### config.mk
export PLATFORM = sky130hd
export DESIGN_NAME = secded_correct_pipe
export DESIGN_NICKNAME = d
export VERILOG_FILES = /design/src/rtl/secded_correct_pipe.sv
export SDC_FILE = /design/constraint.sdc
export NUM_CORES = 1
export LEC_CHECK = 0
export ABC_AREA = 1
export BUFFER_PORTS_ARGS = -buffer_cell sky130_fd_sc_hd__buf_2
export CORE_AREA = 2 2 148 150
export DETAILED_ROUTE_END_ITERATION = 8
export DIE_AREA = 0 0 150 152
export GPL_ROUTABILITY_DRIVEN = 0
export PLACE_DENSITY = 0.81
export SLEW_MARGIN = 20
export SYNTH_ARGS = -nofsm -noshare
export SYNTH_HDL_FRONTEND = slang
export SYNTH_SLANG_ARGS = --single-unit
### constraint.sdc
create_clock -name i_clk -period 1.84 [get_ports i_clk]
set_clock_uncertainty 0.15 [all_clocks]
set_input_delay 0.276 -clock i_clk [delete_from_list [all_inputs] [get_ports i_clk]]
set_output_delay 0.276 -clock i_clk [all_outputs]
set_load 0.05 [all_outputs]
### src/rtl/secded_correct_pipe.sv
// Two-stage SECDED (extended Hamming) decode/correct pipeline with valid/ready flow
// control and saturating corrected/uncorrectable error counters.
module secded_correct_pipe #(
   parameter  int unsigned DATA_W = 64,
   parameter  int unsigned CNT_W  = 16,
   localparam int unsigned HAM_W  = ((2**3)  >= (DATA_W + 4))  ? 3  :
                                    ((2**4)  >= (DATA_W + 5))  ? 4  :
                                    ((2**5)  >= (DATA_W + 6))  ? 5  :
                                    ((2**6)  >= (DATA_W + 7))  ? 6  :
                                    ((2**7)  >= (DATA_W + 8))  ? 7  :
                                    ((2**8)  >= (DATA_W + 9))  ? 8  :
                                    ((2**9)  >= (DATA_W + 10)) ? 9  :
                                    ((2**10) >= (DATA_W + 11)) ? 10 :
                                    ((2**11) >= (DATA_W + 12)) ? 11 : 12,
   localparam int unsigned CW_W   = DATA_W + HAM_W + 1
) (
   input  logic              i_clk,
   input  logic              i_rst_n,
   input  logic              i_valid,
   output logic              o_ready,
   input  logic [CW_W-1:0]   i_codeword,
   input  logic              i_correct_en,
   output logic              o_valid,
   input  logic              i_ready,
   output logic [DATA_W-1:0] o_data,
   output logic [HAM_W-1:0]  o_syndrome,
   output logic              o_err_single,
   output logic              o_err_double,
   input  logic              i_cnt_clr,
   output logic [CNT_W-1:0]  o_ce_cnt,
   output logic [CNT_W-1:0]  o_ue_cnt
);

   localparam logic [HAM_W-1:0] MAX_POS = HAM_W'(CW_W - 1);

   logic              s1_valid;
   logic [CW_W-1:0]   s1_cw;
   logic              s1_cen;
   logic [HAM_W-1:0]  s1_syn;
   logic              s1_par;

   logic              s2_adv;
   logic [HAM_W-1:0]  syn_c;
   logic              par_c;
   logic [CW_W-1:0]   mask_c;
   logic [CW_W-1:0]   fixed_c;
   logic [DATA_W-1:0] data_c;
   logic              single_c;
   logic              double_c;

   assign s2_adv  = !o_valid || i_ready;
   assign o_ready = !s1_valid || s2_adv;

   always_comb begin
      syn_c = '0;
      for (int unsigned k = 1; k < CW_W; k++) begin
         if (i_codeword[k]) syn_c = syn_c ^ HAM_W'(k);
      end
      par_c = ^i_codeword;
   end

   // Syndrome beyond the last codeword position with odd parity cannot be a single flip.
   always_comb begin
      single_c = 1'b0;
      double_c = 1'b0;
      if (s1_syn == '0)                     single_c = s1_par;
      else if (s1_par && s1_syn <= MAX_POS) single_c = 1'b1;
      else                                  double_c = 1'b1;

      mask_c = '0;
      for (int unsigned k = 0; k < CW_W; k++) begin
         mask_c[k] = single_c && s1_cen && (s1_syn == HAM_W'(k));
      end
      fixed_c = s1_cw ^ mask_c;

      // Data occupies the non-power-of-two positions, shifted in so the lowest lands at bit 0.
      data_c = '0;
      for (int unsigned k = 1; k < CW_W; k++) begin
         if ((k & (k - 1)) != 0) data_c = {fixed_c[k], data_c[DATA_W-1:1]};
      end
   end

   always_ff @(posedge i_clk or negedge i_rst_n) begin
      if (!i_rst_n) begin
         s1_valid <= 1'b0;
         s1_cw    <= '0;
         s1_cen   <= 1'b0;
         s1_syn   <= '0;
         s1_par   <= 1'b0;
      end else if (o_ready) begin
         s1_valid <= i_valid;
         if (i_valid) begin
            s1_cw  <= i_codeword;
            s1_cen <= i_correct_en;
            s1_syn <= syn_c;
            s1_par <= par_c;
         end
      end
   end

   always_ff @(posedge i_clk or negedge i_rst_n) begin
      if (!i_rst_n) begin
         o_valid      <= 1'b0;
         o_data       <= '0;
         o_syndrome   <= '0;
         o_err_single <= 1'b0;
         o_err_double <= 1'b0;
      end else if (s2_adv) begin
         o_valid <= s1_valid;
         if (s1_valid) begin
            o_data       <= data_c;
            o_syndrome   <= s1_syn;
            o_err_single <= single_c;
            o_err_double <= double_c;
         end
      end
   end

   always_ff @(posedge i_clk or negedge i_rst_n) begin
      if (!i_rst_n) begin
         o_ce_cnt <= '0;
         o_ue_cnt <= '0;
      end else if (i_cnt_clr) begin
         o_ce_cnt <= '0;
         o_ue_cnt <= '0;
      end else if (o_valid && i_ready) begin
         if (o_err_single && o_ce_cnt != '1) o_ce_cnt <= o_ce_cnt + 1'b1;
         if (o_err_double && o_ue_cnt != '1) o_ue_cnt <= o_ue_cnt + 1'b1;
      end
   end

endmodule
After elaboration in Yosys (flattened, before gate mapping)
Index checks and enable logic that the tools add are counted.

Bits in registers: 188. Latch bits: 0. RAM bits: 0. ROM bits: 0. Input port bits: 78. Output and inout port bits: 107. Logic and storage cells: 330. Memories: 0.

$add $sub $neg: 2. $mul: 0. Div/mod/pow operators: 0. Magnitude comparators: 1. Eq/ne operators: 73. Shift-type cells: 0. Muxes and demuxes: 81. Bitwise gates (word level): 71. Reduce and logical (&&, ||, !) cells: 90.

Operators with widths (count): 7-bit by 6-bit equality test with 1-bit output (second input constant) (32); 6-bit 2-to-1 mux (32); 7-bit by 5-bit equality test with 1-bit output (second input constant) (16); 16-bit 2-to-1 mux (6); 5-bit 2-to-1 mux (16); 1-bit logical AND (77); 72-bit XOR reduction (1); 72-bit XOR (1); 3-bit NOT (23); 4-bit NOT (16); 7-bit by 4-bit equality test with 1-bit output (second input constant) (8); 7-bit equality test (second input constant) (8); 7-bit 2-to-1 mux (8); 2-bit NOT (18); 16-bit by 1-bit adder with 16-bit output (second input constant) (2); 4-bit 2-to-1 mux (8); 16-bit inequality test (second input constant) (2); 5-bit NOT (6); 7-bit by 3-bit equality test with 1-bit output (second input constant) (4); 7-bit by 2-bit equality test with 1-bit output (second input constant) (2); 3-bit 2-to-1 mux (4); 2-bit AND reduction (4); 7-bit by 1-bit equality test with 1-bit output (second input constant) (1); 7-bit less-or-equal comparator (second input constant) (1); 8 further kinds (22).

Depth between registers and ports, before layout
Depth after elaboration: 135. Mapped depth: 17. Gate-level depth less buffers: 17.

Worst setup path after synthesis
No wires, ideal clock.

Path kind: reg2reg. Start point: reg o_valid. End point: reg s1_cw[61]. Setup time: 133 ps. Arrival time: 2082 ps. Slack: -525 ps. Stages on the path, launching flop included: 6. Period minus slack after synthesis: 2365 ps. Path through: dfrtp_1 > nand3_1 > nand2_1 > clkbuf_1 > clkbuf_1 > o21ai_0.

Longest elaborated chain between the ends: 4.

Ends and longest elaborated chain: from (decl) (line 23) `output logic o_valid,`; from (signal assigned) (line 109) `o_valid <= s1_valid;`; 1-bit zero test (line 51) `assign s2_adv = !o_valid || i_ready;`; 1-bit logical OR (line 51); 1-bit logical OR (line 52) `assign o_ready = !s1_valid || s2_adv;`; via o_ready (line 20) `output logic o_ready,`; 2-bit AND reduction (no source line); to (signal assigned) (line 93) `s1_cw <= i_codeword;`; to (decl) (line 37) `logic [CW_W-1:0] s1_cw;`.

The timed path passes the listed nets, and every way through them passes these cells. A chain may end at the register's enable or synchronous reset.

Final worst setup path
Start point: reg s1_syn[5]. End point: reg o_data[57].

Longest elaborated chain between the ends: 7.

Ends and longest elaborated chain: from (decl) (line 39) `logic [HAM_W-1:0] s1_syn;`; from (signal assigned) (line 95) `s1_syn <= syn_c;`; 7-bit less-or-equal comparator (line 67) `else if (s1_par && s1_syn <= MAX_POS) single_c = 1'b1;`; 1-bit logical AND (line 67); 1-bit 2-to-1 mux (line 67); 1-bit 2-to-1 mux (line 66) `if (s1_syn == '0) single_c = s1_par;`; 1-bit logical AND (line 72) `mask_c[k] = single_c && s1_cen && (s1_syn == HAM_W'(k));`; 1-bit logical AND (*) (line 72); 72-bit XOR (*) (line 74) `fixed_c = s1_cw ^ mask_c;`; to (signal assigned) (line 111) `o_data <= data_c;`; to (decl) (line 25) `output logic [DATA_W-1:0] o_data,`.

Mark *: on every way between the ends. The rest lies on a longest branch, timed or not.

==> PnR_summary.wiki <==
{| class="wikitable"
! Metric !! Value
|-
| Average size of a mapped cell || 7.16 sq um
|-
| CTS Buf Count || 17
|-
| Average detailed-routed wire length per instance || 17.9 um
|-
| Share of flip-flops with an asynchronous set or reset after synthesis || 100%
|-
| Hpwl dp || 25500 um
|-
| Category of the critical setup timing path || register to register
|-
| CTS tree || built
|-
| Endpoints failing setup || 82
|-
| Mapped Nets || 1595
|-
| Min-delay src || i_codeword[50]
|-
| Worst-Skew Late Latency || 0.45 ns
|-
| Post-synth EDFFs || 0
|-
| Inserted Diodes || 0
|-
| Type of the worst min-delay path || primary input to register
|-
| Worst setup path startpoint || s1_syn[5]
|-
| Worst-margin pin slew || 0.465 ns
|-
| CP peak stage delay || 0.43 ns
|-
| Cell at the root of the clock tree || sky130_fd_sc_hd__clkbuf_16
|-
| Worst slew margin || 69.0%
|-
| Element type at the critical path start || register
|-
| Hold Worst Slack || 0.0332 ns
|-
| Worst-case clock buffer depth || 2
|-
| Worst Path Buf+Inv || 1
|-
| Outcome || finished, violations left
|-
| Element type at the critical path end || register
|-
| FF-to-FF Start || s1_syn[5]
|-
| Final cycle utilization of the critical path || 129%
|-
| Yosys reg bits || 180
|-
| Tmin final || 2.38 ns
|-
| Number of nets with antenna violations after routing || 0
|-
| Drt initial violations || 1174
|-
| Floorplan Core Area || 0.0214 sq mm
|-
| Maximum achievable frequency || 420 MHz
|-
| Required arrival time at the worst endpoint || 2.01 ns
|-
| Vias || 11700
|-
| Number of standard cells after synthesis || 1515
|-
| Antenna violations before repair || 0
|-
| Total Routing Usage GR || 30.1%
|-
| Slew Viols, Final || 0
|-
| Number of DRC violations after detailed routing || 0
|-
| CP cell instances || nor2_2 > nand2_1 > a21oi_2 > inv_2 > nor2_8 > nand3_1 > nor2_1 > xnor2_1 > o21ai_0
|-
| Number of core rows || 54
|-
| Max FO, Critical Path || 5
|-
| Remaining Overflow, GRT || 0
|-
| RSZ-0062 raised after global routing || true
|-
| Wire length of the first global-routing pass || 54000 um
|-
| Buffers added on ports || 184
|-
| Final Instance Count excl. Fillers || 2129
|-
| Reg clk slew, reported paths || 0.08 ns
|-
| CTS H-Tree Depth || 4
|-
| Final setup margin || -0.541 ns
|-
| Total Negative Setup Slacks || -24.91 ns
|-
| Final nets || 1916
|-
| Most frequent cells in the layout || sky130_fd_sc_hd__nand2_1 (588), sky130_fd_sc_hd__buf_2 (183), sky130_fd_sc_hd__dfrtp_1 (157)
|-
| Routed wire length || 38100 um
|-
| Height of the die || 152 um
|-
| Final Hold Violating Endpoints || 0
|-
| Share of layout cells above drive strength 1 || 29.6%
|-
| Sequential fraction of the synthesis area || 41.5%
|-
| Post-synthesis instance area || 0.0109 sq mm
|-
| Initial standard-cell utilization of the core || 50.8%
|-
| Leading cell type in the layout, fill and taps excluded || sky130_fd_sc_hd__nand2_1
|-
| Worst Path Arrival || 2.55 ns
|-
| Leakage power of the design || 7.85 nW
|-
| Number of optimization iterations in the first detailed-route pass || 7
|-
| Synth-to-layout area growth || 35.9%
|-
| Number of global-route vias before repair || 10600
|-
| CP max stage cell || sky130_fd_sc_hd__dfrtp_1
|-
| Via count normalized by instance count || 5.48
|-
| Reported max-cap violation count || 0
|-
| Worst slack at placement || -0.205 ns
|-
| Number of I/O pins || 185
|-
| Max IR drop VDD || 859 uV
|-
| Top delay family on crit path || simple AND/OR/NAND/NOR gates
|-
| Count of yosys warnings during synthesis || 0
|-
| Most used flip-flop cell after synthesis || sky130_fd_sc_hd__dfrtp_1
|-
| Final Core Density || 69.1%
|-
| Clock sink count || 180
|-
| Power density over the cells || 1120 mW/mm^2
|-
| Number of placed instances with taps included || 2063
|-
| Largest net degree at the start of global routing || 98
|-
| Failing checks || negative setup slack
|-
| Total die area || 0.0228 sq mm
|-
| Width of the die || 150 um
|-
| Distinct cell type count of the synthesized netlist || 38
|}
## layout make-up
cell class                 count  area, sq um
fill                        1584         6610
clock buffer                  19          443
sequential                   180         4530
tap                          280          350
clock inverter                13          165
timing repair buffer         343         2270
timing repair inverter         1         5.00
multi-input combinational   1127         6340
inverter                     166          639
## synth_stat cells, drive strengths merged (2+ instances only)
| cell type | count | share of area [%] |
|---|---|---|
| a21oi | 11 | 0.54 |
| a31oi | 2 | 0.12 |
| buf | 10 | 0.54 |
| clkbuf | 32 | 1.1 |
| dfrtp | 180 | 42 |
| ha | 2 | 0.23 |
| inv | 166 | 5.8 |
| nand2 | 620 | 22 |
| nand3 | 58 | 2.7 |
| nand3b | 3 | 0.21 |
| nand4 | 13 | 0.75 |
| nor2 | 83 | 3.3 |
| nor3 | 35 | 2.9 |
| nor4 | 6 | 0.40 |
| o21ai | 154 | 7.1 |
| o31ai | 8 | 0.55 |
| xnor2 | 72 | 5.8 |
| xor2 | 55 | 4.4 |
## path summary, 6_finish.rpt
| kind | endpoint | slack [ns] | cells past startpoint |
|---|---|---|---|
| setup reg to reg | o_data[57] | -0.54 | 9 |
| hold / removal | s1_cw[50] | 0.03 | 3 |
| max in group asynchronous | s1_syn[0] | 0.75 | 3 |
| setup / recovery | o_data[57] | -0.54 | 9 |
| min in group asynchronous | o_data[37] | 0.17 | 2 |
| hold reg to reg | o_syndrome[4] | 0.33 | 2 |
## per-layer routing
layer	part of all wire, %	routed length (um)	track usage, %
met3	10	3880	5.59
met2	48	18100	48.9
met5	0	0	0
met4	5.0	1910	11.3
met1	37	14200	40.0
## power by group
part	leakage (nW)	internal [W]	switching [W]	total [W]
clock	0.300	0.00210	0.00171	0.00380
combinational	5.31	0.00200	0.00517	0.00717
sequential	2.24	0.00478	0.000705	0.00549
## through the flow
step | area [sq um] | power, W
detailed placement | 13100 | 0.0117
global placement | 13100 | 0.0115
finish | 14700 | 0.0165
CTS | 14100 | 0.0158
global route | 14700 | 0.0171
floorplan | 11000 | 0.00958
## repair_timing
item	in CTS	in global routing
setup endpoints to repair	73	95
buffers inserted	12	17
pin swaps	26	53
cloned	1	1
endpoints found under the hold margin	168	0
hold buffers	9	0
gates resized for setup	66	115
## registers in the layout, summed over array words and instances, names as in the netlist, 7 cells and up
| register | cells |
|---|---|
| o_data | 64 |
| s1_cw | 64 |
| s1_syn | 7 |
| o_ue_cnt | 16 |
| o_ce_cnt | 16 |
| o_syndrome | 7 |
## worst register-to-register path, stage by stage (launching register included)
cell,delay (ns)
sky130_fd_sc_hd__dfrtp_1,0.43
sky130_fd_sc_hd__nor2_2,0.15
sky130_fd_sc_hd__nand2_1,0.09
sky130_fd_sc_hd__a21oi_2,0.21
sky130_fd_sc_hd__inv_2,0.10
sky130_fd_sc_hd__nor2_8,0.18
sky130_fd_sc_hd__nand3_1,0.34
sky130_fd_sc_hd__nor2_1,0.29
sky130_fd_sc_hd__xnor2_1,0.20
sky130_fd_sc_hd__o21ai_0,0.11
## kinds of logic (layout without fill, tap and decap cells)
logic type      count (synthesis)  in the layout  synth area share [%]
simple gates                  820            820                  32.0
fa+ha+maj                       2              2                 0.231
compound gates                178            178                  8.57
flops                         180            180                  41.5
buf+inv                       208            542                  7.44
xor+xnor                      127            127                  10.3
Power figures use the tool's default switching activity.
